**config.mk**
```make
export PLATFORM = sky130hd
export DESIGN_NAME = sprite_blit_ctrl
export DESIGN_NICKNAME = d
export VERILOG_FILES = /design/src/rtl/sprite_blit_ctrl.sv
export SDC_FILE = /design/constraint.sdc
export NUM_CORES = 1
export LEC_CHECK = 0
export ABC_AREA = 1
export BUFFER_PORTS_ARGS = -buffer_cell sky130_fd_sc_hd__buf_4
export CAP_MARGIN = 10
export CORE_UTILIZATION = 50
export CTS_CLUSTER_SIZE = 20
export DETAILED_ROUTE_END_ITERATION = 10
export PLACE_DENSITY = 0.74
export RECOVER_POWER = 25
export SETUP_SLACK_MARGIN = 0.02
export SKIP_LAST_GASP = 1
export SYNTH_ARGS = -nofsm -noshare
export SYNTH_HDL_FRONTEND = slang
export SYNTH_SLANG_ARGS = --single-unit
```
**constraint.sdc**
```tcl
create_clock -name Clk -period 5.5 [get_ports Clk]
set_input_delay 0 -clock Clk [delete_from_list [all_inputs] [get_ports Clk]]
set_output_delay 0 -clock Clk [all_outputs]
set_load 0.02 [all_outputs]
```
**src/rtl/sprite_blit_ctrl.sv**
```systemverilog
// Sprite blitter: copies one 32x32 sprite into the 640x480 frame RAM at (x,y).
// Transparent and off-screen pixels are skipped. Frame writes use a valid/grant handshake.
module sprite_blit_ctrl #(
   parameter int unsigned SPR_W      = 32,
   parameter int unsigned SPR_H      = 32,
   parameter int unsigned FB_W       = 640,
   parameter int unsigned FB_H       = 480,
   parameter logic [7:0]  TRANSP_KEY = 8'h00
) (
   input  logic        Clk,
   input  logic        Reset_n,
   input  logic        cmd_valid,
   output logic        cmd_ready,
   input  logic [9:0]  cmd_x,
   input  logic [8:0]  cmd_y,
   input  logic [2:0]  cmd_sel,
   output logic [2:0]  spr_sel,
   output logic [19:0] spr_addr,
   input  logic [7:0]  spr_data,
   output logic        fb_we,
   input  logic        fb_grant,
   output logic [19:0] fb_addr,
   output logic [7:0]  fb_data,
   output logic        busy,
   output logic        done
);

   localparam int unsigned NPIX  = SPR_W * SPR_H;
   localparam int unsigned IDX_W = $clog2(NPIX);
   localparam int unsigned COL_W = $clog2(SPR_W);
   localparam logic [IDX_W-1:0] PENULT_IDX = IDX_W'(NPIX - 2);

   localparam logic [1:0] ST_IDLE  = 2'd0;
   localparam logic [1:0] ST_RUN   = 2'd1;
   localparam logic [1:0] ST_DRAIN = 2'd2;
   localparam logic [1:0] ST_DONE  = 2'd3;

   logic [1:0]       state_q, state_d;
   logic [9:0]       cmd_x_q, cmd_x_d;
   logic [8:0]       cmd_y_q, cmd_y_d;
   logic [2:0]       spr_sel_q, spr_sel_d;
   logic [IDX_W-1:0] rd_idx_q, rd_idx_d;
   logic             a_vld_q, a_vld_d;
   logic             s1_vld_q, s1_vld_d;
   logic [IDX_W-1:0] s1_idx_q, s1_idx_d;
   logic             skid_vld_q, skid_vld_d;
   logic [7:0]       skid_data_q, skid_data_d;
   logic [IDX_W-1:0] skid_idx_q, skid_idx_d;
   logic             fb_we_q, fb_we_d;
   logic [19:0]      fb_addr_q, fb_addr_d;
   logic [7:0]       fb_data_q, fb_data_d;

   logic             stall, issue, src_vld, wr_ok;
   logic [7:0]       src_data;
   logic [IDX_W-1:0] src_idx;
   logic [10:0]      px;
   logic [9:0]       py;

   always_comb begin
      // NOTE: every variable gets a default before any branch, so no latch can be inferred.
      stall    = fb_we_q && !fb_grant;
      // Reads advance only when nothing is parked, which keeps at most one pixel needing the skid.
      issue    = (state_q == ST_RUN) && !stall && !skid_vld_q;
      src_vld  = skid_vld_q || s1_vld_q;
      src_data = skid_vld_q ? skid_data_q : spr_data;
      src_idx  = skid_vld_q ? skid_idx_q : s1_idx_q;
      px       = 11'(cmd_x_q) + 11'(src_idx[COL_W-1:0]);
      py       = 10'(cmd_y_q) + 10'(src_idx[IDX_W-1:COL_W]);
      wr_ok    = src_vld && (src_data != TRANSP_KEY) && (px < 11'(FB_W)) && (py < 10'(FB_H));

      state_d   = state_q;
      cmd_x_d   = cmd_x_q;
      cmd_y_d   = cmd_y_q;
      spr_sel_d = spr_sel_q;
      rd_idx_d  = rd_idx_q;
      a_vld_d   = 1'b0;
      case (state_q)
         ST_IDLE: if (cmd_valid) begin
            state_d   = ST_RUN;
            cmd_x_d   = cmd_x;
            cmd_y_d   = cmd_y;
            spr_sel_d = cmd_sel;
            rd_idx_d  = '0;
            a_vld_d   = 1'b1;
         end
         ST_RUN: if (issue) begin
            rd_idx_d = rd_idx_q + IDX_W'(1);
            a_vld_d  = 1'b1;
            if (rd_idx_q == PENULT_IDX) state_d = ST_DRAIN;
         end
         ST_DRAIN: if (!a_vld_q && !s1_vld_q && !skid_vld_q && !fb_we_q) state_d = ST_DONE;
         ST_DONE:  state_d = ST_IDLE;
         default:  state_d = ST_IDLE;
      endcase

      // S1 only holds when stalled with the skid full; the read address is then unchanged,
      // so spr_data keeps presenting the held pixel.
      s1_vld_d = a_vld_q || (s1_vld_q && stall && skid_vld_q);
      s1_idx_d = a_vld_q ? rd_idx_q : s1_idx_q;

      skid_vld_d  = stall ? (skid_vld_q || s1_vld_q) : (skid_vld_q && s1_vld_q);
      skid_data_d = skid_data_q;
      skid_idx_d  = skid_idx_q;
      if (s1_vld_q && (stall != skid_vld_q)) begin
         skid_data_d = spr_data;
         skid_idx_d  = s1_idx_q;
      end

      fb_we_d   = fb_we_q;
      fb_addr_d = fb_addr_q;
      fb_data_d = fb_data_q;
      if (!stall) begin
         fb_we_d = wr_ok;
         if (wr_ok) begin
            fb_addr_d = 20'(py) * 20'(FB_W) + 20'(px);
            fb_data_d = src_data;
         end
      end
   end

   always_ff @(posedge Clk or negedge Reset_n) begin
      if (!Reset_n) begin
         state_q     <= ST_IDLE;
         cmd_x_q     <= '0;
         cmd_y_q     <= '0;
         spr_sel_q   <= '0;
         rd_idx_q    <= '0;
         a_vld_q     <= 1'b0;
         s1_vld_q    <= 1'b0;
         s1_idx_q    <= '0;
         skid_vld_q  <= 1'b0;
         skid_data_q <= '0;
         skid_idx_q  <= '0;
         fb_we_q     <= 1'b0;
         fb_addr_q   <= '0;
         fb_data_q   <= '0;
      end else begin
         // NOTE: non-blocking assignments so every flop samples pre-edge values.
         state_q     <= state_d;
         cmd_x_q     <= cmd_x_d;
         cmd_y_q     <= cmd_y_d;
         spr_sel_q   <= spr_sel_d;
         rd_idx_q    <= rd_idx_d;
         a_vld_q     <= a_vld_d;
         s1_vld_q    <= s1_vld_d;
         s1_idx_q    <= s1_idx_d;
         skid_vld_q  <= skid_vld_d;
         skid_data_q <= skid_data_d;
         skid_idx_q  <= skid_idx_d;
         fb_we_q     <= fb_we_d;
         fb_addr_q   <= fb_addr_d;
         fb_data_q   <= fb_data_d;
      end
   end

   assign cmd_ready = (state_q == ST_IDLE);
   assign busy      = (state_q != ST_IDLE);
   assign done      = (state_q == ST_DONE);
   assign spr_sel   = spr_sel_q;
   assign spr_addr  = 20'(rd_idx_q);
   assign fb_we     = fb_we_q;
   assign fb_addr   = fb_addr_q;
   assign fb_data   = fb_data_q;

endmodule

```
==> metrics, run 1 <==
status finished, final reports clean; ANT cells 0; H-tree depth reported by CTS 3; RSZ-0062 raised after global routing false; xor and xnor area share after synthesis 2.90%; Die Height 109 µm; Syn Area/Cell 8.02 µm²; R2R Setup Slk 1.22 ns; 1st-iter DRT viols 252; Setup CP Type flip-flop to flip-flop; Yosys Warn Count 0; post-route cell area 6840 µm²; ranking of synthesized cells by area dfrtp_1, nand2_1, ha_1; CP dominant cell by count nand3_1; Max Slew Vio Count 0; Resized cells post-CTS 0; # fillers 955; EDFF count, synth 0; worst skew pair latency 0.35 ns; CP bufs+invs 3; area leader, netlist dfrtp_1; critical path required time 5.78 ns; via/cell ratio 5.07; Leak Pwr 0.00346 µW; library cells used by synthesis 37; top_reg_cell synth dfrtp_1; IO Port Bufs 78; GRT Residual Overflow 0; placed cell count 916; endpoints failing setup 0; hold path depth 4; hold worst-path end fb_we; Async S/R FF share, synth 100%; cells after synthesis 715; Layout Nets 891; CP top delay family simple AND/OR/NAND/NOR gates; hold buffers post-CTS 31; Compound-Gate Fraction of Synth Area 12.0%; crit-path max FO 21; Critical R2R Launch skid_vld_q; Startpoint Class flip-flop; Seq/Total Area, Yosys 41.0%; via count 4876; largest net degree at the start of global routing 77; crit path cell chain inv_1, or2_2, o21ai_0, inv_1, ha_1, nand3_1, nand3_1, xor2_1, ha_1, ha_1, fa_1, xnor2_1, nor2_1, inv_1, nor2_1, nand3_1, nor2_1, nand3_1, nand2_1, nand3_1, nand2_1; Peak VDD IR 0.333 mV; Crit path largest cell delay 0.65 ns; initial core utilization 52.0%; CP max stage cell dfrtp_1; GRT Util Overall 23.1%; post-route setup TNS 0 ns; register bit total from synthesis 94; Layout area overhead 19.3%; Worst-path clk slew 0.07 ns; fin cells 962; Die ar. 11900 µm²; WL/cell 13.2 µm; CTS Sinks 94; Period minus WS final 4.28 ns; post-CTS repair timing setup buffer count 0; reg2reg end fb_addr[18]; multiplexer area fraction after synthesis 0%; Worst Max-Slew Pin Slew 1.11 ns; router iterations before antenna repair 5; post-synth top area share 41.0%; layout cells sized above 1 15.5%; Fmax achieved 234 MHz; min-delay src fb_grant; FP Rows 38; Cell Area, Synth 5740 µm²; Tightest Hold Check Type primary input to flip-flop; HPWL Detailed 9230 µm; Worst EP arrival 4.56 ns; Worst R2R Path Depth 21; GPL Wtd Cong 0.873; Core ar. 11000 µm²; Layout Skew 0.00863 ns; Die W 109 µm; TritonCTS clock tree yes; initial antenna violation count 0; CTS Buf Count 9; simple-gate portion of the synthesized area 26.0%; total of max-cap violations 0; final antenna-violating net count 0; first-pass GRT wire length 21200 µm; num ports 89; placed instance area 6340 µm²; vias in the first global route 4577; total wire length 12700 µm; Power Dens Cells 694 nW/µm²; fin crit share 77.9%; Max Root-Sink Buffers 2; Adder-Cell Fraction of Synth Area 9.03%; largest family of logic cells by synthesized area simple AND/OR/NAND/NOR gates; CTS root buffer clkbuf_16; Worst setup EP type flip-flop; Fin. Hold Viols 0; Max-slew headroom 26.2%; DRC 0
==> routing by layer <==
layer / global-route usage, % / share of wire (%) / routed length [µm] / vias up
met1: 32.4 / 48 / 6160 / 2263
met4: 9.56 / 2.1 / 273 / 0
met2: 36.4 / 45 / 5770 / 128
met3: 2.63 / 4.0 / 513 / 19
li1: - / - / - / 2466
met5: 0 / 0 / 0 / -
==> worst max path at each step <==
stage,to,start,cells past startpoint,slack [ns]
after detailed placement,fb_addr[18],skid_vld_q,21,1.29
after global routing,fb_addr[18],skid_vld_q,21,0.76
after floorplan,fb_addr[18],skid_vld_q,22,1.60
final,fb_addr[18],skid_vld_q,21,1.22
after CTS,fb_addr[18],skid_vld_q,21,1.24
after global placement,fb_addr[18],skid_vld_q,20,1.40
==> final cells by class <==
class	instances	area, µm²	area share [%]
Multi-Input combinational cell	518	2900	42.4
Tap cell	140	175	2.56
Inverter	84	315	4.61
Clock inverter	6	119	1.74
Clock buffer	9	225	3.29
Timing Repair Buffer	111	757	11.1
Sequential cell	94	2350	34.4
==> flip-flops by register name (all words and copies together), names as in the netlist, 2 cells and up <==
register,count
state_q,2
cmd_y_q,9
cmd_x_q,10
rd_idx_q,10
fb_addr,20
skid_data_q,8
s1_idx_q,10
fb_data,8
spr_sel,3
skid_idx_q,10
==> power by group <==
group | leakage [µW] | internal (µW) | switching [µW]
sequential | 0.00119 | 986 | 233
clock | 0.000168 | 447 | 274
combinational | 0.00210 | 1020 | 1790
==> synthesized netlist by cell type (2+ instances only) <==
library cell,number
or2_1,2
o31ai_1,2
nand2_2,31
nor3_1,8
fa_1,4
o21ai_2,28
ha_1,35
o21ai_1,6
or2_0,2
clkbuf_1,8
o21ai_0,46
nor3_2,2
nand3_1,31
buf_2,3
a21oi_1,26
or2_2,2
dfrtp_1,94
nand2_1,211
nand3b_1,3
buf_4,10
buf_6,6
nand4_1,6
o21bai_1,3
xnor2_1,9
inv_1,79
nor2_1,33
inv_2,4
nand3_2,3
xor2_1,10
==> cell families (layout without fill, tap and decap cells) <==
family          after synthesis  in the layout
other cells                   1             10
flops                        94             94
simple gates                337            337
fa+ha+maj                    39             39
xor+xnor                     19             19
compound gates              113            113
buf+inv                     112            210
==> worst register-to-register path, cell delays in order (launching register included) <==
cell     delay [ns]
dfrtp_1        0.65
inv_1          0.19
or2_2          0.30
o21ai_0        0.18
inv_1          0.10
ha_1           0.30
nand3_1        0.08
nand3_1        0.13
xor2_1         0.19
ha_1           0.31
ha_1           0.24
fa_1           0.42
xnor2_1        0.17
nor2_1         0.13
inv_1          0.05
nor2_1         0.14
nand3_1        0.10
nor2_1         0.21
nand3_1        0.11
nand2_1        0.07
nand3_1        0.07
nand2_1        0.08
==> through the flow <==
stage / hold slack, ns / setup WS (ns) / total power [µW] / utilization, %
floorplan: -0.296 / 1.60 / 3420 / -
global placement: -0.112 / 1.40 / 3980 / 57.5
detailed placement: -0.105 / 1.29 / 4090 / 57.5
CTS: 0.0571 / 1.24 / 4870 / 63.4
global route: 0.0758 / 0.756 / 5170 / 62.0
finish: 0.0479 / 1.22 / 4750 / 62.0
==> cell usage in the layout (no fill, tap or decap), types with 2 or more instances in the layout <==
master and n:
nor3_2 2, inv_1 79, conb_1 10, fa_1 4, nand3_1 31, or2_0 2, o21ai_2 28, a21oi_1 26
or2_1 2, nor2_1 33, nor3_1 8, clkbuf_1 41, nand4_1 6, nand2_2 31, o21bai_1 3, bufinv_16 3
inv_2 4, xnor2_1 9, buf_4 39, o21ai_1 6, dfrtp_1 94, or2_2 2, clkbuf_16 9, o31ai_1 2
ha_1 35, nand2_1 211, nand3b_1 3, dlygate4sd3_1 31, xor2_1 10, nand3_2 3, o21ai_0 46
Note: power is estimated with default switching activity, not from simulation.
==> run 2: changes to the inputs <==
ABC_AREA = 0   (was 1)
clock period = 4.25 ns   (was 5.5 ns; I/O delays follow)
==> metrics, run 2 <==
status finished with violations; failing checks capacitance limit, slew limit; simple-gate portion of the synthesized area 9.61% (-16 points); GPL Wtd Cong 0.850 (-2.6%); worst skew pair latency 0.35 ns (about the same); Async S/R FF share, synth 100% (unchanged); internal power 3660 µW (+49%); ANT cells 0 (unchanged); Compound-Gate Fraction of Synth Area 10.7% (-1.3 points); Fin. Hold Viols 0 (unchanged); xor and xnor area share after synthesis 4.94% (+2.0 points); HPWL Detailed 8930 µm (-3.3%); endpoints failing setup 0 (unchanged); Seq/Total Area, Yosys 41.4% (+0.43 points); Layout Nets 700 (-21%); Yosys Warn Count 0 (unchanged); hold path depth 3 (-1); Die W 109 µm (-0.51%); router iterations before antenna repair 6 (+1); H-tree depth reported by CTS 3 (unchanged); largest net degree at the start of global routing 60 (-22%); Die ar. 11800 µm² (-1.0%); Layout area overhead 29.7%; RSZ-0062 raised after global routing true; WP depth 15 (-29%); Max Root-Sink Buffers 2 (unchanged); total of max-cap violations 1 (+1); Core ar. 10900 µm² (-0.86%); GRT Residual Overflow 0 (unchanged); Tightest Hold Check Type primary input to flip-flop; Worst setup EP type flip-flop; TritonCTS clock tree yes; clock network fraction of total power 11.7% (-3.5 points); Max-slew headroom -31.3% (-58 points); total wire length 13200 µm (+4.0%); initial core utilization 51.9% (-0.097 points); CP bufs+invs 1 (-2); layout cells sized above 1 38.8% (+23 points); CP top delay family compound AO/OA/AOI/OAI gates; ranking of synthesized cells by area dfrtp_1, mux2_2, ha_1; vias in the first global route 4370 (-4.5%); Startpoint Class flip-flop; final antenna-violating net count 0 (unchanged); Crit path largest cell delay 0.47 ns (-0.18 ns); CTS root buffer clkbuf_16; Logic pwr share 63.2% (+4.1 points); cells after synthesis 488 (-32%); post-synth top area share 41.4% (+0.43 points); Layout Skew 0.00888 ns (+0.000255 ns); fin cells 771 (-20%); GRT Util Overall 23.0% (-0.10 points); count leader, synth dfrtp_1; Peak VDD IR 0.600 mV (+80%); setup ws final 0.0199 ns (-1.20 ns); Worst EP arrival 4.46 ns (-0.10 ns); Syn Area/Cell 11.6 µm² (+45%); multi-input logic area 3450 µm² (+19%); top_reg_cell synth dfrtp_1; CTS Sinks 94 (unchanged); commonest non-fill, non-tap cell in the layout dfrtp_1; Cell Area, Synth 5680 µm² (-1.0%); Reg area 2350 µm² (unchanged); Setup CP Type flip-flop to flip-flop; area leader, netlist dfrtp_1; CTS Buf Count 9 (unchanged); most common library cells after synthesis dfrtp_1, mux2_2, ha_1; largest family of logic cells by synthesized area multiplexers; placed cell count 710 (-22%); max FFs per register 20 (unchanged); sequential share of power 25.1% (-0.6 points); Worst-path clk slew 0.07 ns (about the same); Worst Max-Slew Pin Slew 1.97 ns (+0.863 ns); # fillers 827 (-13%); register bit total from synthesis 94 (unchanged); DRC 0 (unchanged); CP max stage cell or3b_2; Sw Pwr 2670 µW (+16%); initial antenna violation count 0 (unchanged); fin crit share 99.5% (+22 points); Worst R2R Path Depth 15 (-29%); library cells used by synthesis 67 (+81%); crit path cell chain buf_6, mux2_2, ha_4, a21o_4, a31oi_4, and3b_2, nor2_4, ha_4, ha_4, o21a_2, a2111oi_4, a2111oi_4, or3b_2, xnor2_1, mux2_4; Period minus WS final 4.23 ns (-0.0524 ns); num ports 89 (unchanged); WL/cell 17.2 µm (+30%); Die Height 109 µm (-0.51%); critical path required time 4.48 ns (-1.30 ns); IO Port Bufs 78 (unchanged); fin util 67.3% (+5.3 points); Leak Pwr 0.00333 µW (-3.6%); most frequent cells in the layout dfrtp_1, buf_4, mux2_2; Adder-Cell Fraction of Synth Area 9.30% (+0.27 points); worst slack, placed -0.151 ns (-1.44 ns); via count 4339 (-11%); FP Rows 38 (unchanged); Switching Share 42.2% (-6.2 points); Max Slew Vio Count 37 (+37); 1st-iter DRT viols 150 (-40%); crit-path max FO 6 (-71%); multiplexer area fraction after synthesis 20.1% (+20 points); Fmax achieved 236 MHz (+1.2%); first-pass GRT wire length 20600 µm (-2.6%); via/cell ratio 5.63 (+11%); Power Dens Cells 859 nW/µm² (+24%); EDFF count, synth 0 (unchanged); CP dominant cell by count ha_4
run 2: cell types whose count changed after synthesis, sizes merged, moves of 11 or more:
cell / change
a21oi: -11
inv: -62
mux2: +91
nand2: -216
nand3: -29
o21ai: -65
run 2: final cells by class:
type	instances	share of cell area (%)
sequential	94	32.0
inverter	21	1.07
timing repair buffer	140	14.2
multi-input combinational	361	46.8
clock buffer	10	3.11
tap	140	2.38
clock inverter	5	0.476
run 2: worst paths after layout:
| path | slack (ns) | endpoint | startpoint |
|---|---|---|---|
| setup / recovery | 0.02 | fb_addr[16] | skid_vld_q |
| hold / removal | 0.07 | fb_we | fb_grant |
| setup reg to reg | 0.02 | fb_addr[16] | skid_vld_q |
| hold reg to reg | 0.50 | skid_idx_q[7] | skid_idx_q[7] |
| max in group asynchronous | 1.88 | skid_data_q[4] | Reset_n |
| min in group asynchronous | 0.74 | fb_addr[15] | Reset_n |
run 2: logic make-up (layout without fill, tap and decap cells):
| family | count (synthesis) | in the layout |
|---|---|---|
| flops | 94 | 94 |
| mux | 96 | 96 |
| buf+inv | 42 | 176 |
| fa+ha+maj | 40 | 40 |
| simple gates | 102 | 102 |
| other cells | 1 | 10 |
| compound gates | 81 | 81 |
| xor+xnor | 32 | 32 |
run 2: through the flow:
step	area, µm²	TNS (ns)	hold WS [ns]	total power [µW]
after floorplan	5810	0	-0.296	4250
after global placement	6530	0	-0.0146	5070
after detailed placement	6530	-0.448	-0.00784	5200
after CTS	7220	0	0.0359	6150
after global routing	7360	-0.541	0.0954	6750
final	7360	0	0.0673	6320
run 2: layer usage:
metal / wire, µm / up-vias / track usage, %
met5: 0 / - / 0
met4: 446 / 0 / 9.94
met3: 546 / 37 / 4.70
met2: 6870 / 126 / 40.9
met1: 5360 / 2142 / 26.7
li1: - / 2034 / -
run 2: power groups by stage:
stage	registers (µW)	logic, µW	clock network (µW)
6_report	1590	3990	740
4_1_cts	1580	3810	758
3_3_place_gp	1580	3490	0
3_5_place_dp	1590	3610	0
5_1_grt	1640	4320	795
2_1_floorplan	1700	2550	0
run 2: repair_timing:
item | in CTS | in global routing
gates resized for setup | 8 | 34
hold buffers | 31 | 0
hold endpoints to repair | 65 | 0
setup buffers | 6 | 9
setup endpoints to repair | 5 | 6
pin swaps | 8 | 23
run 2: tightest hold or removal path, stage by stage:
cell,delay (ns)
buf_4,0.08
nand2b_1,0.19
o31ai_1,0.10
==> run 3: changes to the inputs <==
GPL_ROUTABILITY_DRIVEN = 0   (was not set)
clock period = 5.1 ns   (was 4.25 ns; I/O delays follow)
==> metrics, run 3 (synthesis gave the netlist of run 2 again) <==
router iterations before antenna repair 4 (-2); critical path required time 5.34 ns (+0.86 ns); Power Dens Cells 686 nW/µm² (-20%); post-route setup TNS 0 ns (unchanged); max FFs per register 20 (unchanged); Max Slew Vio Count 48 (+30%); Die W 109 µm (unchanged); Worst R2R Path Depth 15 (unchanged); crit-path max FO 6 (unchanged); worst slack, placed 0.504 ns (+0.655 ns); Fmax achieved 216 MHz (-8.6%); Tightest Hold Check Type primary input to flip-flop; num ports 89 (unchanged); GRT Residual Overflow 0 (unchanged); hold buffers post-CTS 31 (unchanged); initial core utilization 51.9% (unchanged); endpoints failing setup 0 (unchanged); most frequent cells in the layout dfrtp_1, mux2_2, buf_4; TritonCTS clock tree yes; via count 4142 (-4.5%); CTS root buffer clkbuf_16; CTS Sinks 94 (unchanged); first-pass GRT wire length 19700 µm (-4.8%); vias in the first global route 4127 (-5.6%); Worst setup EP type flip-flop; largest net degree at the start of global routing 49 (-18%); Worst Setup SP skid_vld_q; fin crit share 90.8% (-8.7 points); total wire length 12000 µm (-9.4%); DRC 0 (unchanged); via/cell ratio 5.54 (-1.5%); Die Height 109 µm (unchanged); Critical R2R Launch skid_vld_q; WL/cell 16.0 µm (-6.5%); Layout Nets 675 (-3.6%); setup ws final 0.470 ns (+0.450 ns); failing checks capacitance limit, slew limit; Worst Max-Slew Pin Slew 2.52 ns (+0.547 ns); layout cells sized above 1 31.6% (-7.2 points); Setup CP Type flip-flop to flip-flop; hold path depth 4 (+1); Resized cells post-CTS 0 (-8); Leak Pwr 0.00323 µW (-3.2%); Core ar. 10900 µm² (unchanged); CTS Buf Count 9 (unchanged); min-delay src cmd_valid; Worst EP arrival 4.87 ns (+0.41 ns); Max Root-Sink Buffers 2 (unchanged); post-CTS repair timing setup buffer count 0 (-6); worst skew pair latency 0.35 ns (about the same); RSZ-0062 raised after global routing false; Peak VDD IR 0.357 mV (-40%); total of max-cap violations 1 (unchanged); hold_ws 0.0101 ns (-0.0572 ns); final antenna-violating net count 0 (unchanged); R2R Setup Slk 0.47 ns (+0.45 ns); H-tree depth reported by CTS 3 (unchanged); Period minus WS final 4.63 ns (+0.400 ns); HPWL Detailed 8590 µm (-3.9%); Fin. Hold Viols 0 (unchanged); Max-slew headroom -67.7% (-36 points); Layout Skew 0.00726 ns (-0.00162 ns); initial antenna violation count 0 (unchanged); status finished with violations; 1st-iter DRT viols 152 (+1.3%); GRT Util Overall 21.7% (-1.3 points); Layout area overhead 21.8%; IO Port Bufs 78 (unchanged); Startpoint Class flip-flop; Die ar. 11800 µm² (unchanged); Worst-path clk slew 0.07 ns (about the same); commonest non-fill, non-tap cell in the layout dfrtp_1; FP Rows 38 (unchanged); ANT cells 0 (unchanged)
[run 3: power breakdown]
part	internal, µW	switching (µW)	total (µW)
sequential	1050	262	1310
combinational	1380	1410	2790
clock	345	291	636
total	2780	1970	4740
[run 3: path summary, 6_finish.rpt]
kind / end
max: fb_addr[17]
min: rd_idx_q[1]
max reg2reg: fb_addr[17]
min reg2reg: spr_sel[0]
max in group asynchronous: state_q[1]
min in group asynchronous: fb_addr[15]
[run 3: per-layer routing]
metal  part of all wire (%)  up-vias  GRT usage, %
met1                     46     2045          28.0
met2                     50       76          36.1
met4                    1.8        0          8.78
li1                       -     2001             -
met5                      0        -             0
met3                    2.9       20          3.68
[run 3: area by class of cell]
type / count / area [µm²]
flip-flops and latches: 94 / 2350
multi-input cells: 361 / 3140
clock buffers: 11 / 243
clock inverters: 5 / 32.5
well taps: 140 / 175
repair buffers: 115 / 892
inverters: 21 / 78.8
fillers: 887 / 4020
[run 3: per-stage QoR]
step | instance area, µm² | std cells | power, µW | util [%]
3_3_place_gp | 6380 | 700 | 4030 | 58.3
3_5_place_dp | 6380 | 700 | 4120 | 58.3
2_1_floorplan | 5710 | 497 | 3390 | -
6_report | 6920 | 747 | 4740 | 63.2
5_1_grt | 6920 | 747 | 5090 | 63.2
4_1_cts | 6960 | 747 | 4800 | 63.7
[run 3: critical path, cell delays in order (launching register included)]
cell       delay (ns)
dfrtp_1          0.46
mux2_2           0.37
ha_1             0.43
nand4_1          0.27
a21boi_0         0.43
nor2_1           0.14
ha_1             0.32
ha_1             0.36
o21a_1           0.22
a2111oi_0        0.38
a2111oi_0        0.13
buf_4            0.16
a2111oi_1        0.31
buf_4            0.21
nand3_1          0.08
a31o_2           0.26
